===== config.mk =====
export PLATFORM = sky130hd
export DESIGN_NAME = flash_arbiter_flat
export DESIGN_NICKNAME = d
export VERILOG_FILES = /design/src/rtl/flash_arbiter_if.sv /design/src/rtl/flash_arbiter.sv /design/src/flat_wrapper.sv
export SDC_FILE = /design/constraint.sdc
export NUM_CORES = 1
export LEC_CHECK = 0
export ABC_AREA = 1
export CORE_MARGIN = 4
export CORE_UTILIZATION = 39
export DETAILED_ROUTE_END_ITERATION = 12
export PLACE_DENSITY = 0.73
export SKIP_LAST_GASP = 1
export SYNTH_ARGS = -nofsm -noshare
export SYNTH_HDL_FRONTEND = slang
export SYNTH_SLANG_ARGS = --single-unit

===== constraint.sdc =====
create_clock -name clk -period 2.1 [get_ports clk]
set_clock_uncertainty 0.2 [all_clocks]
set_input_delay 0.42 -clock clk [delete_from_list [all_inputs] [get_ports clk]]
set_output_delay 0.42 -clock clk [all_outputs]
set_load 0.02 [all_outputs]

===== src/rtl/flash_arbiter_if.sv =====
// Bundle between the flash read arbiter, its two requesters and the flash controller.
interface flash_arbiter_if #(
  parameter int ADDR_W = 24,
  parameter int DATA_W = 16
);
  logic              req0;
  logic              req1;
  logic [ADDR_W-1:0] addr0;
  logic [ADDR_W-1:0] addr1;
  logic [DATA_W-1:0] data0;
  logic [DATA_W-1:0] data1;
  logic              ready0;
  logic              ready1;
  logic [ADDR_W-1:0] flashReadAddr;
  logic              flashEnabled;
  logic [DATA_W-1:0] flashByteRead;
  logic              flashDataReady;
  logic              busy;
  logic              timeout;

  // Requesters plus flash controller side.
  modport master (
    output req0, req1, addr0, addr1, flashByteRead, flashDataReady,
    input  data0, data1, ready0, ready1, flashReadAddr, flashEnabled, busy, timeout
  );

  // Arbiter side.
  modport slave (
    input  req0, req1, addr0, addr1, flashByteRead, flashDataReady,
    output data0, data1, ready0, ready1, flashReadAddr, flashEnabled, busy, timeout
  );
endinterface


===== src/rtl/flash_arbiter.sv =====
// Round-robin arbiter sharing one flash read port between two requesters.
// Strobe rises the cycle after a grant; ready pulses the cycle after data is sampled or TIMEOUT expires.
module flash_arbiter #(
  parameter int ADDR_W  = 24,
  parameter int DATA_W  = 16,
  parameter int TIMEOUT = 255
) (
  input  logic           clk,
  input  logic           reset,
  flash_arbiter_if.slave fa
);
  localparam int CNT_W = (TIMEOUT > 1) ? $clog2(TIMEOUT) : 1;
  localparam logic [CNT_W-1:0] LAST_CNT = CNT_W'(TIMEOUT - 1);

  localparam logic [1:0] IDLE = 2'd0;
  localparam logic [1:0] WAIT = 2'd1;
  localparam logic [1:0] DONE = 2'd2;

  logic [1:0]        state;
  logic              gnt;
  logic              last_grant;
  logic [CNT_W-1:0]  cnt;
  logic [ADDR_W-1:0] rd_addr;
  logic              rd_en;
  logic [DATA_W-1:0] d0;
  logic [DATA_W-1:0] d1;
  logic              rdy0;
  logic              rdy1;
  logic              to_pulse;
  logic              pick;
  logic              finish;
  logic [DATA_W-1:0] rd_val;

  // On a tie the requester not served last wins; a lone request wins outright.
  assign pick   = (fa.req0 && fa.req1) ? ~last_grant : fa.req1;
  assign finish = fa.flashDataReady || (cnt == LAST_CNT);
  assign rd_val = fa.flashDataReady ? fa.flashByteRead : {DATA_W{1'b1}};

  always_ff @(posedge clk) begin
    if (reset) begin
      state      <= IDLE;
      gnt        <= 1'b0;
      last_grant <= 1'b1;
      cnt        <= '0;
      rd_addr    <= '0;
      rd_en      <= 1'b0;
      d0         <= '0;
      d1         <= '0;
      rdy0       <= 1'b0;
      rdy1       <= 1'b0;
      to_pulse   <= 1'b0;
    end else begin
      rdy0     <= 1'b0;
      rdy1     <= 1'b0;
      to_pulse <= 1'b0;
      case (state)
        IDLE: begin
          if (fa.req0 || fa.req1) begin
            gnt        <= pick;
            last_grant <= pick;
            rd_addr    <= pick ? fa.addr1 : fa.addr0;
            rd_en      <= 1'b1;
            cnt        <= '0;
            state      <= WAIT;
          end
        end
        WAIT: begin
          if (finish) begin
            if (gnt) begin
              d1   <= rd_val;
              rdy1 <= 1'b1;
            end else begin
              d0   <= rd_val;
              rdy0 <= 1'b1;
            end
            // Data arriving on the last allowed cycle still counts as a normal read.
            to_pulse <= ~fa.flashDataReady;
            rd_en    <= 1'b0;
            state    <= DONE;
          end else begin
            cnt <= cnt + 1'b1;
          end
        end
        DONE: begin
          if (!fa.flashDataReady) begin
            state <= IDLE;
          end
        end
        default: state <= IDLE;
      endcase
    end
  end

  assign fa.data0         = d0;
  assign fa.data1         = d1;
  assign fa.ready0        = rdy0;
  assign fa.ready1        = rdy1;
  assign fa.flashReadAddr = rd_addr;
  assign fa.flashEnabled  = rd_en;
  assign fa.busy          = (state != IDLE);
  assign fa.timeout       = to_pulse;
endmodule


===== src/flat_wrapper.sv =====
// flat-port wrapper written by rule: the top's interface ports become plain ports
module flash_arbiter_flat 
#(
  parameter int ADDR_W  = 24,
  parameter int DATA_W  = 16,
  parameter int TIMEOUT = 255
)
  (clk, reset, fa_req0, fa_req1, fa_addr0, fa_addr1, fa_flashByteRead, fa_flashDataReady, fa_data0, fa_data1, fa_ready0, fa_ready1, fa_flashReadAddr, fa_flashEnabled, fa_busy, fa_timeout);
  flash_arbiter_if #(.ADDR_W(ADDR_W), .DATA_W(DATA_W)) fa_i ();
  input  logic clk;
  input  logic reset;
  input wire logic [$bits(fa_i.req0)-1:0] fa_req0;
  input wire logic [$bits(fa_i.req1)-1:0] fa_req1;
  input wire logic [$bits(fa_i.addr0)-1:0] fa_addr0;
  input wire logic [$bits(fa_i.addr1)-1:0] fa_addr1;
  input wire logic [$bits(fa_i.flashByteRead)-1:0] fa_flashByteRead;
  input wire logic [$bits(fa_i.flashDataReady)-1:0] fa_flashDataReady;
  output wire logic [$bits(fa_i.data0)-1:0] fa_data0;
  output wire logic [$bits(fa_i.data1)-1:0] fa_data1;
  output wire logic [$bits(fa_i.ready0)-1:0] fa_ready0;
  output wire logic [$bits(fa_i.ready1)-1:0] fa_ready1;
  output wire logic [$bits(fa_i.flashReadAddr)-1:0] fa_flashReadAddr;
  output wire logic [$bits(fa_i.flashEnabled)-1:0] fa_flashEnabled;
  output wire logic [$bits(fa_i.busy)-1:0] fa_busy;
  output wire logic [$bits(fa_i.timeout)-1:0] fa_timeout;
  assign fa_i.req0 = fa_req0;
  assign fa_i.req1 = fa_req1;
  assign fa_i.addr0 = fa_addr0;
  assign fa_i.addr1 = fa_addr1;
  assign fa_i.flashByteRead = fa_flashByteRead;
  assign fa_i.flashDataReady = fa_flashDataReady;
  assign fa_data0 = fa_i.data0;
  assign fa_data1 = fa_i.data1;
  assign fa_ready0 = fa_i.ready0;
  assign fa_ready1 = fa_i.ready1;
  assign fa_flashReadAddr = fa_i.flashReadAddr;
  assign fa_flashEnabled = fa_i.flashEnabled;
  assign fa_busy = fa_i.busy;
  assign fa_timeout = fa_i.timeout;
  flash_arbiter #(.ADDR_W(ADDR_W), .DATA_W(DATA_W), .TIMEOUT(TIMEOUT)) u_core (.clk(clk), .reset(reset), .fa(fa_i));
endmodule

==> out/results.ini, run 1 <==
[sta]
setup_violations = 0
tns_ps = 0
drv_slew = 0
hold_slack_ps = 246
fin_crit_ps = 1960
worstMarginPinSlew_ps = 407
hold_violations = 0
max_freq_ghz = 0.511
slew_headroom_pct = 72.8
period_share_pct = 93.1
grt_setup_unrepaired = false

[clocking]
cts_tree = yes
cts_sinks = 72
clock_latency_ps = 340
post_cts_buffers = 0
cts_buffer_depth = 2
clockRootBuffer = clkbuf_8
numCtsBuffers = 9
htree_levels = 3
clkTransAtPathRegs_ps = 80

[die]
die-area_um2 = 9920
placementRows = 33
fp.dieW_um = 99.6
io_pins = 130
start_util_pct = 40.0
die_h_um = 99.6
coreArea_um2 = 8180

[critical_path]
crit_path_end_kind = primary output
cp.required_ps = 1480
cp_max_fo = 2
cp_slowest_cell = clkdlybuf4s50_1
path_cells = clkdlybuf4s50_1
crit_family = buffers and inverters
critPathArrivalTime_ps = 1340
slowest_delay_ps = 650
worstSetupPathType = register to primary output
start_kind = register
crit_buf_inv = 1

[power_and_ir_drop]
cellLeakagePower_uw = 0.00195
power_switching_uw = 1090
p_sw_share_pct = 30.0
internal_power_uw = 2550
power_frac_clock_pct = 34.4
power.density_nw_per_um2 = 748
seq_power_share_pct = 42.1
finalPower_uw = 3650
combinationalPowerShare_pct = 23.5
peakVddDrop_v = 0.000430

[logic_synthesis]
syn_inst = 444
ys.flop_type = dfxtp_1
netlist_top_cells_area = dfxtp_1 (44%), nand2_1 (13%), inv_1 (6.9%), nand4_1 (6.1%), a21oi_2 (4.8%)
yosysTopAreaCell = dfxtp_1
async_reset_ff_share_pct = 0
yosysWarnings = 0
syn_nets = 515
ys_ff_latch = 72
synth_top_area_share_pct = 44.0
syn_area_per_cell_um2 = 7.37
yosysMostFrequentCell = nand2_1
synth_area_um2 = 3270
synth_cell_types = 26
synth_common_cells = nand2_1 (109), dfxtp_1 (72), inv_1 (60), nand4_1 (32)
ys_seq_area_share_pct = 44.0
synth_edf_count = 0

[run_status]
status = completed

[placed_design]
place_congestion = 0.864
port_buffers = 129
placed_area_um2 = 4650
hpwl_um = 6690

[global_route]
grt_pass1_wl_um = 14800
grt_max_degree = 50
track_usage_pct = 18.4
grt_pass1_vias = 3221
antenna_found_initial = 0
overflow = 0

[drt]
drt-initial-drc-count = 172
via_per_inst = 4.91
dr.pass1.iters = 4
vias = 3316
ant_nets = 0
wl_um = 9190
route.detailed.drc = 0
avgRoutedWirePerCell_um = 13.6

[final_layout]
antenna_cells = 0
num-fill-cells = 749
syn_to_final_growth_pct = 49.0
final_util_pct = 59.6
nNetsFinal = 636
fin_area_um2 = 4880
final_layout_size_suffix_gt1_share_pct = 10.5

[flow_run]
maxCapViolations = 0

[hold_path]
hold_class = register to register

## cell usage in the layout, fill, tap and decap left out, types with 2 or more instances in the layout
cell	Yosys	final
clkdlybuf4s50_1	0	128
nand2_1	109	109
dfxtp_1	72	72
inv_1	60	60
nand4_1	32	32
o21ai_0	25	25
nor2_1	25	24
a31oi_1	24	24
a21oi_1	21	21
a21oi_2	18	18
clkbuf_8	0	9
buf_4	1	9
nand3_1	7	7
inv_2	3	3
nand2_2	3	3
nand2_4	3	3
nor2_2	1	2
nor3_1	2	2
o21ai_1	2	2
nand3_4	2	2
ha_1	2	2
bufinv_16	0	2
clkinv_4	0	2
buf_12	0	2
## layer usage
layer | GRT usage (%) | share of wire (%)
met1 | 22.2 | 42
met2 | 31.0 | 47
met3 | 5.89 | 9.2
met4 | 6.09 | 1.6
met5 | 0 | 0
## final timing paths
path	startpoint	to	slack [ps]	depth (start not counted)
worst max register to register	u_core.cnt[1]$_SDFFE_PP0P_	u_core.fa.data0[2]$_SDFFE_PP0P_	380	7
worst min register to register	u_core.fa.data0[15]$_SDFFE_PP0P_	u_core.fa.data0[15]$_SDFFE_PP0P_	250	2
worst min-delay path	u_core.fa.data0[15]$_SDFFE_PP0P_	u_core.fa.data0[15]$_SDFFE_PP0P_	250	2
worst max-delay path	u_core.fa.flashReadAddr[10]$_SDFFE_PP0P_	fa_flashReadAddr[10]	140	1
## logic make-up (layout without fill, tap and decap cells)
family	Yosys count	count (layout)	synth area share, %
simple gates	186	186	26.4
buf+inv	94	220	12.1
compound gates	90	90	16.7
flops	72	72	44.0
fa+ha+maj	2	2	0.764
## sequential cells by signal (all words and copies together), names as in the netlist
register                 cells
u_core.fa.flashReadAddr     24
u_core.fa.data0             16
u_core.fa.data1             16
u_core.cnt                   8
u_core.state                 2
u_core.fa.flashEnabled       1
u_core.fa.ready0             1
u_core.fa.ready1             1
u_core.fa.timeout            1
u_core.gnt                   1
u_core.last_grant            1
## layout make-up
| type | count | area [um^2] | area share, % |
|---|---|---|---|
| flip-flops and latches | 72 | 1440 | 29.6 |
| multi-input cells | 278 | 1440 | 29.5 |
| repair buffers | 140 | 1400 | 28.7 |
| inverters | 64 | 240 | 4.93 |
| well taps | 105 | 131 | 2.69 |
| clock buffers | 9 | 124 | 2.54 |
| clock inverters | 7 | 103 | 2.10 |
## stage by stage
| stage | worst slack (ps) | cells |
|---|---|---|
| 2_1_floorplan | 574 | 444 |
| 3_3_place_gp | 141 | 659 |
| 3_5_place_dp | 91.9 | 659 |
| 4_1_cts | 124 | 675 |
| 5_1_grt | 88.3 | 675 |
| 6_report | 144 | 675 |
## what timing repair did
item | in CTS | in global routing
resized for setup | 1 | 0
setup endpoints to repair | 1 | 0
hold buffers | 0 | 0
## power by group through the flow
stage               sequential, uW  clock, uW  combinational, uW
floorplan                     1670          0                352
global placement              1560          0                850
detailed placement            1570          0                857
CTS                           1540       1270                861
global route                  1550       1330                934
finish                        1540       1250                856
(Power assumes the default switching activity.)
==> run 2, diff against run 1 <==
- CTS_CLUSTER_DIAMETER: unset -> 100
- RECOVER_POWER: unset -> 50
==> run 2 against run 1 <==
Compared with the run above:
- sequential power hardly changed
- sequential share of layout area rose by 0.56 points
- largest cell class unchanged
- highest routed layer unchanged
- count of clock-buffer cells in the layout unchanged
- design area shrank 1.8%
- critical endpoint unchanged
- cell count did not move
- die area is the same
==> out/results.ini, run 2 (same netlist as run 1, synthesis figures left out) <==
[clocking]
cts_hold_buf = 0
htree_levels = 3
numCtsBuffers = 9
cts_buffer_depth = 2
clockRootBuffer = clkbuf_8
cts_tree = yes
cts_sinks = 72
clkTransAtPathRegs_ps = 80
clock_latency_ps = 330

[critical_path]
crit_family = buffers and inverters
slowest_delay_ps = 650
crit_buf_inv = 1
crit_path_end_kind = primary output
cp_max_fo = 2
rr_worst_depth = 7
r2r_slack_ps = 330
critPathArrivalTime_ps = 1330
start_kind = register
cp_slowest_cell = clkdlybuf4s50_1
path_cells = clkdlybuf4s50_1
rr_startpoint = u_core.cnt[1]$_SDFFE_PP0P_
cp.required_ps = 1480
worstSetupPathType = register to primary output
rr_endpoint = u_core.fa.data0[2]$_SDFFE_PP0P_

[die]
io_pins = 130
start_util_pct = 40.0
coreArea_um2 = 8180
fp.dieW_um = 99.6
die_h_um = 99.6
placementRows = 33
die-area_um2 = 9920

[placed_design]
hpwl_um = 6690
place_congestion = 0.864
port_buffers = 129

[power_and_ir_drop]
cellLeakagePower_uw = 0.00195
combinationalPowerShare_pct = 22.9
peakVddDrop_v = 0.000429
power_switching_uw = 1080
power.density_nw_per_um2 = 756
finalPower_uw = 3620
p_sw_share_pct = 29.8
power_frac_clock_pct = 34.6
seq_power_share_pct = 42.5
internal_power_uw = 2540

[sta]
tns_ps = 0
grt_setup_unrepaired = false
fin_crit_ps = 1950
worstMarginPinSlew_ps = 429
slew_headroom_pct = 71.4
drv_slew = 0
max_freq_ghz = 0.513
setup_violations = 0
period_share_pct = 92.9
hold_violations = 0

[final_layout]
antenna_cells = 0
layout_common_cells = clkdlybuf4s50_1 (128), nand2_1 (111), dfxtp_1 (72)
final_util_pct = 58.5
largest_reg_flops = 24
final_common_cell = clkdlybuf4s50_1
nNetsFinal = 636
syn_to_final_growth_pct = 46.2
final_layout_size_suffix_gt1_share_pct = 7.02

[drt]
ant_nets = 0
route.detailed.drc = 0
vias = 3281
drt-initial-drc-count = 193
avgRoutedWirePerCell_um = 13.5
dr.pass1.iters = 7
wl_um = 9140
via_per_inst = 4.86

[run_status]
status = completed

[global_route]
overflow = 0
grt_pass1_vias = 3221
grt_max_degree = 50
track_usage_pct = 18.4
grt_pass1_wl_um = 14800
antenna_found_initial = 0

[hold_path]
hold_class = register to register
holdPathEnd = u_core.fa.data0[15]$_SDFFE_PP0P_
min_path_cells = 2
hold_start = u_core.fa.data0[15]$_SDFFE_PP0P_

[flow_run]
maxCapViolations = 0

-- run 2: cell types whose count changed in the layout (fill, tap and decap cells not counted) --
cell and change:
nand2_1 +2, nand2_4 -1, nand2_2 -1, nor2_2 -1, a21oi_1 +16, nand3_2 -1
nor2_1 +1, clkbuf_4 +1, a21oi_2 -16, buf_12 -1, nand3_1 +1
-- run 2: what timing repair did --
item | in CTS | in global routing
setup buffers | 0 | 0
gates resized for setup | 1 | 0
endpoints found under the setup margin | 1 | 0
hold endpoints to repair | 0 | 0
-- run 2: area by class of cell --
class,instances,area (um^2)
Clock buffer,9,124
Clock inverter,7,103
Fill cell,781,3390
Inverter,64,240
Multi-Input combinational cell,278,1360
Sequential cell,72,1440
Tap cell,105,131
Timing Repair Buffer,140,1390
-- run 2: power groups by stage --
| stage | sequential (uW) | clock, uW | combinational (uW) |
|---|---|---|---|
| 6_report | 1540 | 1250 | 829 |
| 2_1_floorplan | 1670 | 0 | 352 |
| 3_3_place_gp | 1560 | 0 | 850 |
| 5_1_grt | 1550 | 1330 | 908 |
| 3_5_place_dp | 1570 | 0 | 857 |
| 4_1_cts | 1540 | 1270 | 861 |
-- run 2: routing by layer --
layer	routed length, um	track usage [%]
met1	3860	22.2
met4	123	6.09
met3	854	5.89
met2	4300	31.0
met5	0	0
-- run 2: worst max path at each step --
stage	from	endpoint	depth (start not counted)
floorplan	u_core.cnt[0]$_SDFFE_PP0P_	u_core.cnt[5]$_SDFFE_PP0P_	10
global placement	fa_req0	u_core.cnt[0]$_SDFFE_PP0P_	8
detailed placement	fa_req0	u_core.cnt[0]$_SDFFE_PP0P_	8
CTS	u_core.fa.flashReadAddr[10]$_SDFFE_PP0P_	fa_flashReadAddr[10]	1
global route	fa_req0	u_core.fa.flashReadAddr[11]$_SDFFE_PP0P_	6
finish	u_core.fa.flashReadAddr[10]$_SDFFE_PP0P_	fa_flashReadAddr[10]	1
-- run 2: metrics by stage --
| stage | instances | hold WS [ps] | setup WS [ps] | area, um^2 |
|---|---|---|---|---|
| after global routing | 675 | 274 | 75.7 | 4790 |
| after floorplan | 444 | 229 | 574 | 3270 |
| after detailed placement | 659 | 236 | 91.9 | 4650 |
| final | 675 | 246 | 149 | 4790 |
| after global placement | 659 | 234 | 141 | 4650 |
| after CTS | 675 | 248 | 124 | 4880 |
==> run 3, diff against run 2 <==
- CORE_ASPECT_RATIO: unset -> 1.5
==> run 3 against run 2 <==
Compared with the run above:
- setup slack got worse by 1.6 ps
- non-clock buffer count decreased by 2
- design area up 1.2%
- power up 6.6%
- sequential share of layout area is 0.35 points lower
- sequential cell count stayed put
- utilization is 1.2 points higher
- hold slack got worse by 4.7 ps
- count of clock-buffer cells in the layout is 3 higher
- global-route usage fell by 0.35 points
- register-to-register slack about the same
- fmax about the same
- critical endpoint is now fa_flashReadAddr[23]
- largest cell class unchanged
==> out/results.ini, run 3 (same netlist as run 1, synthesis figures left out) <==
[drt]
via_per_inst = 4.91
vias = 3297
wl_um = 9000
drt-initial-drc-count = 253
route.detailed.drc = 0
dr.pass1.iters = 4
ant_nets = 0
avgRoutedWirePerCell_um = 13.4

[sta]
slew_headroom_pct = 64.8
setup_violations = 0
worstMarginPinSlew_ps = 528
drv_slew = 0
fin_crit_ps = 1950
tns_ps = 0
grt_setup_unrepaired = false
hold_slack_ps = 242
max_freq_ghz = 0.512
period_share_pct = 93.0
setup_ws_ps = 147
hold_violations = 0

[power_and_ir_drop]
power.density_nw_per_um2 = 797
cellLeakagePower_uw = 0.00196
combinationalPowerShare_pct = 21.3
power_frac_clock_pct = 38.8
peakVddDrop_v = 0.000459
internal_power_uw = 2800
power_switching_uw = 1060
p_sw_share_pct = 27.4
seq_power_share_pct = 39.9

[clocking]
htree_levels = 3
cts_tree = yes
cts_sinks = 72
clockRootBuffer = clkbuf_16
clock_latency_ps = 330
clkTransAtPathRegs_ps = 50
post_cts_buffers = 0
numCtsBuffers = 9
cts_buffer_depth = 2

[critical_path]
rr_startpoint = u_core.cnt[0]$_SDFFE_PP0P_
critPathArrivalTime_ps = 1330
cp.required_ps = 1480
slowest_delay_ps = 630
crit_buf_inv = 1
r2r_slack_ps = 340
cp-endpoint = fa_flashReadAddr[23]
cp.depth = 1
cp_max_fo = 2
cp_slowest_cell = clkdlybuf4s50_1
path_cells = clkdlybuf4s50_1
rr_endpoint = u_core.fa.data1[7]$_SDFFE_PP0P_
worstSetupPathType = register to primary output
start_kind = register
crit_start = u_core.fa.flashReadAddr[23]$_SDFFE_PP0P_
rr_worst_depth = 8
crit_family = buffers and inverters
crit_path_end_kind = primary output

[final_layout]
layout_common_cells = clkdlybuf4s50_1 (128), nand2_1 (110), dfxtp_1 (72)
final_common_cell = clkdlybuf4s50_1
final_layout_size_suffix_gt1_share_pct = 6.70
largest_reg_flops = 24
nNetsFinal = 634
num-fill-cells = 815
fin_area_um2 = 4840
antenna_cells = 0
syn_to_final_growth_pct = 47.9

[global_route]
grt_pass1_vias = 3207
overflow = 0
grt_max_degree = 64
track_usage_pct = 18.1
grt_pass1_wl_um = 14600
antenna_found_initial = 0

[die]
placementRows = 40
io_pins = 130
die_h_um = 120
die-area_um2 = 9950
coreArea_um2 = 8110
start_util_pct = 40.4
fp.dieW_um = 82.8

[placed_design]
place_congestion = 0.811
place_ws_ps = 72.5
placed_area_um2 = 4620
port_buffers = 129
hpwl_um = 6630

[hold_path]
hold_class = register to register

[flow_run]
maxCapViolations = 0

[run_status]
status = completed

## run 3: cell type report
type	instances	area, um^2	share of cell area, %
Inverter	64	240	4.96
Sequential cell	72	1440	29.8
Timing Repair Buffer	138	1370	28.2
Clock inverter	3	42.5	0.879
Multi-Input combinational cell	278	1370	28.4
Clock buffer	12	246	5.09
Tap cell	105	131	2.71
## run 3: metrics by stage
stage,utilization [%],total power [uW],instances
finish,59.7,3860,672
global route,59.7,4060,672
CTS,60.6,3920,672
detailed placement,57.0,2410,657
global placement,57.0,2400,657
floorplan,-,2020,444
## run 3: power by group through the flow
stage                     clock network [uW]  registers (uW)  logic (uW)
after floorplan                            0            1670         352
after global placement                     0            1560         831
after CTS                               1530            1540         844
after global routing                    1600            1550         904
final                                   1500            1540         822
after detailed placement                   0            1570         842
## run 3: routing by layer
metal	vias up	share of wire [%]	track usage, %
li1	1679	-	-
met5	-	0	0
met4	0	2.9	11.6
met3	19	10	7.09
met1	1472	39	18.8
met2	127	48	30.2
## run 3: how the worst min path moves through the flow
stage	to	startpoint	cells past startpoint
floorplan	u_core.last_grant$_SDFFE_PP1P_	u_core.last_grant$_SDFFE_PP1P_	2
global placement	u_core.fa.data1[15]$_SDFFE_PP0P_	u_core.fa.data1[15]$_SDFFE_PP0P_	2
detailed placement	u_core.fa.data0[15]$_SDFFE_PP0P_	u_core.fa.data0[15]$_SDFFE_PP0P_	2
CTS	u_core.fa.data0[15]$_SDFFE_PP0P_	u_core.fa.data0[15]$_SDFFE_PP0P_	2
global route	u_core.fa.data0[15]$_SDFFE_PP0P_	u_core.fa.data0[15]$_SDFFE_PP0P_	2
finish	u_core.fa.data0[15]$_SDFFE_PP0P_	u_core.fa.data0[15]$_SDFFE_PP0P_	2
## run 3: what timing repair did
action                                  in CTS  in global routing
hold buffers                                 0                  0
endpoints found under the setup margin       1                  0
gates resized for setup                      1                  0
